===== config.mk =====
export PLATFORM = sky130hd
export DESIGN_NAME = serial_frame_rx_flat
export DESIGN_NICKNAME = d
export VERILOG_FILES = /design/src/rtl/serial_rx_pkg.sv /design/src/rtl/serial_frame_rx_if.sv /design/src/rtl/serial_rx_hold.sv /design/src/rtl/serial_frame_rx.sv /design/src/flat_wrapper.sv
export SDC_FILE = /design/constraint.sdc
export NUM_CORES = 1
export LEC_CHECK = 0
export BUFFER_PORTS_ARGS = -buffer_cell sky130_fd_sc_hd__buf_2
export CAP_MARGIN = 0
export CORE_MARGIN = 5
export CORE_UTILIZATION = 40
export DETAILED_ROUTE_END_ITERATION = 8
export HOLD_SLACK_MARGIN = 0.08
export PLACE_DENSITY = 0.71
export SYNTH_ARGS = -nofsm -noshare
export SYNTH_HDL_FRONTEND = slang
export SYNTH_SLANG_ARGS = --single-unit

===== constraint.sdc =====
create_clock -name clock -period 1.62 [get_ports clock]
set_clock_uncertainty 0.05 [all_clocks]
set_input_delay 0.324 -clock clock [delete_from_list [all_inputs] [get_ports clock]]
set_output_delay 0.324 -clock clock [all_outputs]
set_load 0.02 [all_outputs]

===== src/rtl/serial_rx_pkg.sv =====
// Shared types and line levels for the serial frame receiver.
// Pure declarations: no latency, no backpressure.
package serial_rx_pkg;

    typedef enum logic [2:0] {
        ST_IDLE,
        ST_DATA,
        ST_PARITY,
        ST_STOP,
        ST_WAIT_HIGH
    } state_t;

    localparam logic IDLE_LEVEL  = 1'b1;
    localparam logic START_LEVEL = 1'b0;
    localparam logic STOP_LEVEL  = 1'b1;

endpackage


===== src/rtl/serial_frame_rx_if.sv =====
// Serial input, parallel valid/ready output and status of the serial frame receiver.
// master = receiver side, slave = upstream driver plus downstream consumer.
interface serial_frame_rx_if #(
    parameter int WIDTH     = 8,
    parameter int ERR_CNT_W = 8
);
    logic                 serial_in;
    logic                 bit_en;
    logic [WIDTH-1:0]     out_data;
    logic                 out_valid;
    logic                 out_ready;
    logic                 frame_err;
    logic                 parity_err;
    logic                 overrun;
    logic [ERR_CNT_W-1:0] err_count;
    logic                 busy;

    modport master (
        input  serial_in, bit_en, out_ready,
        output out_data, out_valid, frame_err, parity_err, overrun, err_count, busy
    );

    modport slave (
        output serial_in, bit_en, out_ready,
        input  out_data, out_valid, frame_err, parity_err, overrun, err_count, busy
    );
endinterface


===== src/rtl/serial_rx_hold.sv =====
// One-entry valid/ready holding register for received words.
// Latency: load visible the next cycle. Backpressure: a load while full and not draining is dropped and flagged.
module serial_rx_hold #(
    parameter int WIDTH = 8
) (
    input  logic             clock,
    input  logic             reset,
    input  logic             load,
    input  logic [WIDTH-1:0] data,
    input  logic             ready,
    output logic [WIDTH-1:0] q,
    output logic             full,
    output logic             ovr_det
);

    logic accept;
    logic free;

    assign accept  = full && ready;
    // The slot counts as free when the current word leaves on this same edge.
    assign free    = !full || ready;
    assign ovr_det = load && !free;

    always_ff @(posedge clock) begin
        if (reset) begin
            q    <= '0;
            full <= 1'b0;
        end else if (load && free) begin
            q    <= data;
            full <= 1'b1;
        end else if (accept) begin
            full <= 1'b0;
        end
    end

endmodule


===== src/rtl/serial_frame_rx.sv =====
// Start/data/[parity]/stop deserialiser, advancing on bit_en; parity stage enabled by SERIAL_RX_PARITY_EN.
// Latency: word and error pulses registered on the stop-bit edge. Backpressure: held word stalls, new word dropped as overrun.
module serial_frame_rx
    import serial_rx_pkg::*;
#(
    parameter int WIDTH     = 8,
    parameter int ERR_CNT_W = 8
) (
    input  logic               clock,
    input  logic               reset,
    serial_frame_rx_if.master  bus
);

    localparam int CNT_W = (WIDTH > 2) ? $clog2(WIDTH) : 1;
    localparam logic [CNT_W-1:0] LAST_BIT = CNT_W'(WIDTH - 1);

    state_t               state;
    state_t               state_nxt;
    logic [WIDTH-1:0]     shreg;
    logic [CNT_W-1:0]     bit_cnt;
    logic                 word_ld;
    logic                 fe_det;
    logic                 ovr_det;
    logic                 err_event;
    logic                 frame_err_q;
    logic                 overrun_q;
    logic [ERR_CNT_W-1:0] err_count_q;
`ifdef SERIAL_RX_PARITY_EN
    logic                 par_bit;
    logic                 pe_det;
    logic                 parity_err_q;
`endif

    always_comb begin
        state_nxt = state;
        word_ld   = 1'b0;
        fe_det    = 1'b0;
`ifdef SERIAL_RX_PARITY_EN
        pe_det    = 1'b0;
`endif
        if (bus.bit_en) begin
            case (state)
                ST_IDLE: begin
                    if (bus.serial_in == START_LEVEL) state_nxt = ST_DATA;
                end
                ST_DATA: begin
                    if (bit_cnt == LAST_BIT) begin
`ifdef SERIAL_RX_PARITY_EN
                        state_nxt = ST_PARITY;
`else
                        state_nxt = ST_STOP;
`endif
                    end
                end
                ST_PARITY: state_nxt = ST_STOP;
                ST_STOP: begin
                    if (bus.serial_in == STOP_LEVEL) begin
                        state_nxt = ST_IDLE;
`ifdef SERIAL_RX_PARITY_EN
                        // Even parity: transmitted bit equals the XOR of the data bits.
                        if (par_bit != ^shreg) pe_det  = 1'b1;
                        else                   word_ld = 1'b1;
`else
                        word_ld = 1'b1;
`endif
                    end else begin
                        fe_det    = 1'b1;
                        state_nxt = ST_WAIT_HIGH;
                    end
                end
                ST_WAIT_HIGH: begin
                    if (bus.serial_in == IDLE_LEVEL) state_nxt = ST_IDLE;
                end
                default: state_nxt = ST_IDLE;
            endcase
        end
    end

    always_ff @(posedge clock) begin
        if (reset) begin
            state   <= ST_IDLE;
            shreg   <= '0;
            bit_cnt <= '0;
`ifdef SERIAL_RX_PARITY_EN
            par_bit <= 1'b0;
`endif
        end else begin
            state <= state_nxt;
            if (bus.bit_en) begin
                if (state == ST_IDLE) bit_cnt <= '0;
                if (state == ST_DATA) begin
                    shreg   <= {bus.serial_in, shreg[WIDTH-1:1]};
                    bit_cnt <= bit_cnt + 1'b1;
                end
`ifdef SERIAL_RX_PARITY_EN
                if (state == ST_PARITY) par_bit <= bus.serial_in;
`endif
            end
        end
    end

    serial_rx_hold #(
        .WIDTH (WIDTH)
    ) u_hold (
        .clock   (clock),
        .reset   (reset),
        .load    (word_ld),
        .data    (shreg),
        .ready   (bus.out_ready),
        .q       (bus.out_data),
        .full    (bus.out_valid),
        .ovr_det (ovr_det)
    );

`ifdef SERIAL_RX_PARITY_EN
    assign err_event = fe_det || pe_det || ovr_det;
`else
    assign err_event = fe_det || ovr_det;
`endif

    always_ff @(posedge clock) begin
        if (reset) begin
            frame_err_q <= 1'b0;
            overrun_q   <= 1'b0;
            err_count_q <= '0;
        end else begin
            frame_err_q <= fe_det;
            overrun_q   <= ovr_det;
            if (err_event && (err_count_q != '1)) err_count_q <= err_count_q + 1'b1;
        end
    end

`ifdef SERIAL_RX_PARITY_EN
    always_ff @(posedge clock) begin
        if (reset) parity_err_q <= 1'b0;
        else       parity_err_q <= pe_det;
    end
    assign bus.parity_err = parity_err_q;
`else
    assign bus.parity_err = 1'b0;
`endif

    assign bus.frame_err = frame_err_q;
    assign bus.overrun   = overrun_q;
    assign bus.err_count = err_count_q;
    assign bus.busy      = (state != ST_IDLE);

endmodule


===== src/flat_wrapper.sv =====
// flat-port wrapper written by rule: the top's interface ports become plain ports
module serial_frame_rx_flat import serial_rx_pkg::*;
#(
    parameter int WIDTH     = 8,
    parameter int ERR_CNT_W = 8
)
  (clock, reset, bus_serial_in, bus_bit_en, bus_out_ready, bus_out_data, bus_out_valid, bus_frame_err, bus_parity_err, bus_overrun, bus_err_count, bus_busy);
  serial_frame_rx_if #(.WIDTH(WIDTH), .ERR_CNT_W(ERR_CNT_W)) bus_i ();
  input  logic clock;
  input  logic reset;
  input wire logic [$bits(bus_i.serial_in)-1:0] bus_serial_in;
  input wire logic [$bits(bus_i.bit_en)-1:0] bus_bit_en;
  input wire logic [$bits(bus_i.out_ready)-1:0] bus_out_ready;
  output wire logic [$bits(bus_i.out_data)-1:0] bus_out_data;
  output wire logic [$bits(bus_i.out_valid)-1:0] bus_out_valid;
  output wire logic [$bits(bus_i.frame_err)-1:0] bus_frame_err;
  output wire logic [$bits(bus_i.parity_err)-1:0] bus_parity_err;
  output wire logic [$bits(bus_i.overrun)-1:0] bus_overrun;
  output wire logic [$bits(bus_i.err_count)-1:0] bus_err_count;
  output wire logic [$bits(bus_i.busy)-1:0] bus_busy;
  assign bus_i.serial_in = bus_serial_in;
  assign bus_i.bit_en = bus_bit_en;
  assign bus_i.out_ready = bus_out_ready;
  assign bus_out_data = bus_i.out_data;
  assign bus_out_valid = bus_i.out_valid;
  assign bus_frame_err = bus_i.frame_err;
  assign bus_parity_err = bus_i.parity_err;
  assign bus_overrun = bus_i.overrun;
  assign bus_err_count = bus_i.err_count;
  assign bus_busy = bus_i.busy;
  serial_frame_rx #(.WIDTH(WIDTH), .ERR_CNT_W(ERR_CNT_W)) u_core (.clock(clock), .reset(reset), .bus(bus_i));
endmodule

==> impl_metrics.py <==
metrics = {
    "run_status": {
        "status": "finished with violations",
        "violations": "negative setup slack",
    },
    "cts": {
        "htree_num_levels": 2,
        "cts_made_buffers": 5,
        "cts.sinks": 33,
        "cts.clk_slew.worst_paths_ns": 0.09,
        "cts_tree": "yes",
        "cts_hold_buf": 0,
        "worstSkewPairLatency_ns": 0.33,
        "clock_path_buffers": 2,
        "clock-root-buffer": "clkbuf_4",
    },
    "global_route": {
        "top_usage_layer": "met2",
        "gr-total-overflow": 0,
        "grt_pass1_vias": 1188,
        "use_met3_pct": 5.814,
        "antenna_found_initial": 0,
        "globalRouteMet1Util_pct": 13.79,
        "grt_use_met2_pct": 21.93,
        "grt_use_total_pct": 13.03,
        "grt_max_degree": 20,
        "grt_pass1_wl_mm": 5.126,
    },
    "routing": {
        "detail-route-antenna-nets": 0,
        "postRouteWirelength_mm": 3.097,
        "vias": 1258,
        "via_per_inst": 5.220,
        "drt_pass1_iterations": 4,
        "wl_per_cell_um": 12.85,
        "drt_iter0_drc": 50,
        "drc": 0,
    },
    "yosys": {
        "synthArstFlopShare_pct": 0,
        "synth_top_cell_area_share_pct": 47.23,
        "synth_nets": 164,
        "yosysMostFrequentCell": "dfxtp_1",
        "yosysWarnings": 0,
        "ys_ff_latch": 33,
        "synthTopCellsByCount": "dfxtp_1, nand2_1, a21oi_1, nor2_1, mux2i_1",
        "syn_inst": 156,
        "synth_cell_type_count": 33,
        "syn-cell-area_um2": 1399,
        "synth_edf_count": 0,
        "yosysSeqAreaShare_pct": 47.23,
        "synth_top_area_cell": "dfxtp_1",
        "syn_area_per_cell_um2": 8.967,
        "ys.flop_type": "dfxtp_1",
        "synth_area_leaders": "dfxtp_1, a21oi_1, mux2i_1",
    },
    "worst_setup_path": {
        "crit_type": "reg2out",
        "crit_required_ns": 1.25,
        "crit_family": "simple AND/OR/NAND/NOR gates",
        "cp-start-kind": "register",
        "path_max_fanout": 2,
        "ff2ff_path_depth": 5,
        "worst-path-stages": 3,
        "path_cells": "buf_6, or3_4, buf_6",
        "end_kind": "primary output",
        "path_buf_inv": 2,
        "critPathMaxStageDelay_ns": 0.37,
        "crit_path_frequent_cell": "buf_6",
        "slowest_stage": "or3_4",
        "arrival_ns": 1.29,
        "ff2ff_setup_slack_ns": 0.06,
    },
    "timing": {
        "finalSetupViolCount": 1,
        "grt_setup_unrepaired": "yes",
        "timing.fmax_mhz": 601.7,
        "worst_slack_ns": -0.04200,
        "totalNegativeSetupSlack_ns": -0.04200,
        "fin_crit_ns": 1.662,
        "min_period_over_period_pct": 102.6,
        "hold_slack_ns": 0.3006,
        "drv_slew": 0,
        "hold_violations": 0,
    },
    "final_layout": {
        "fin_area_um2": 1827,
        "n_fill_cell": 344,
        "final_nets": 202,
        "n_antenna_cell": 0,
        "layout-drive-gt1-share_pct": 40.51,
        "area_delta_synth_final_pct": 30.59,
    },
    "die": {
        "io_pins": 26,
        "dieHeight_um": 69.14,
        "initial_core_util_pct": 41.59,
        "dieArea_um2": 4780,
        "rows": 21,
        "dieWidth_um": 69.14,
        "core_um2": 3363,
    },
    "power_and_ir_drop": {
        "power_density_nw_per_um2": 726.7,
        "ir_drop_v": 0.0004867,
        "leakage_uw": 0.0008150,
    },
    "placed_design": {
        "place_ws_ns": -0.08674,
        "dpl_cell_area_um2": 1654,
        "gp_congestion": 0.7458,
        "io_buffers": 24,
        "place_hpwl_mm": 2.099,
    },
    "min_path": {
        "min_path_cells": 3,
        "hp-class": "in2reg",
    },
    "flow_run": {
        "cap_violations": 0,
    },
}
sequential cells by signal (all words and copies together) (netlist names):
signal and flops:
u_core.state 3, u_core.shreg 8, u_core.bit_cnt 3, u_core.bus.overrun 1, u_core.u_hold.full 1, u_core.bus.err_count 8, u_core.u_hold.q 8, u_core.bus.frame_err 1
report_power, final:
group          leakage (uW)  switching [uW]  total (uW)  internal (uW)
sequential         0.000272            2.36         813            811
clock             0.0000320             276         441            165
combinational      0.000511            43.9        72.8           28.9
total              0.000815             322        1330           1010
through the flow:
stage	power, uW	utilization (%)	instances
floorplan	875.5	-	156
global placement	896.2	49.18	227
detailed placement	898.0	49.18	227
CTS	1338	52.12	238
global route	1397	54.32	241
finish	1327	54.32	241
kinds of logic after synthesis:
kind of cell / synth area share, %
other: 0.2681
and+or+nand+nor: 24.15
AOI/OAI and AO/OA: 13.69
muxes: 7.335
buffers and inverters: 4.651
DFF: 47.23
adders and majority gates: 2.684
placed cells by master (no fill, tap or decap), types with 2 or more instances in the layout:
master,count
a21oi_2,4
buf_4,14
nand3_1,6
o21ai_0,3
dfxtp_1,23
nand2b_1,4
buf_6,3
ha_1,2
clkinv_2,2
a21oi_1,16
dfxtp_2,8
clkbuf_4,5
and4_4,2
nor3_1,3
mux2_2,2
or4_4,4
dfxtp_4,2
buf_2,23
nand2_1,21
mux2i_1,8
inv_1,2
o31ai_1,4
nor2_1,13
area by class of cell:
| class | instances | area, um2 | area share [%] |
|---|---|---|---|
| Clock buffer | 6 | 41.29 | 2.260 |
| Clock inverter | 2 | 10.01 | 0.5479 |
| Inverter | 2 | 7.507 | 0.4110 |
| Multi-Input combinational cell | 111 | 758.2 | 41.51 |
| Sequential cell | 33 | 678.2 | 37.12 |
| Tap cell | 46 | 57.56 | 3.151 |
| Timing Repair Buffer | 41 | 274.0 | 15.00 |
worst min-delay path: cells and delay by family:
kind | cells | cell delay (ns)
AO/OA/AOI/OAI | 1 | 0.06
buffers and inverters | 2 | 0.26
final timing paths:
kind                        start                       to
hold reg to reg   u_core.shreg[0]          u_core.shreg[0]
hold / removal         bus_bit_en          u_core.state[0]
setup / recovery  u_core.state[2]                 bus_busy
setup reg to reg  u_core.state[1]  u_core.bus.err_count[7]
metal layers:
layer  up-vias  wire [um]  share of wire [%]
li1        626          -                  -
met1       594       1296                 42
met2        30       1572                 51
met3         8        173                5.6
met4         0         55                1.8
met5         -          0                  0
timing repair:
action	CTS	global route
buffers inserted	3	2
hold endpoints to repair	0	0
cloned	0	1
gates resized for setup	9	14
endpoints found under the setup margin	3	15
pin swaps	1	6
Power figures use the tool's default switching activity.
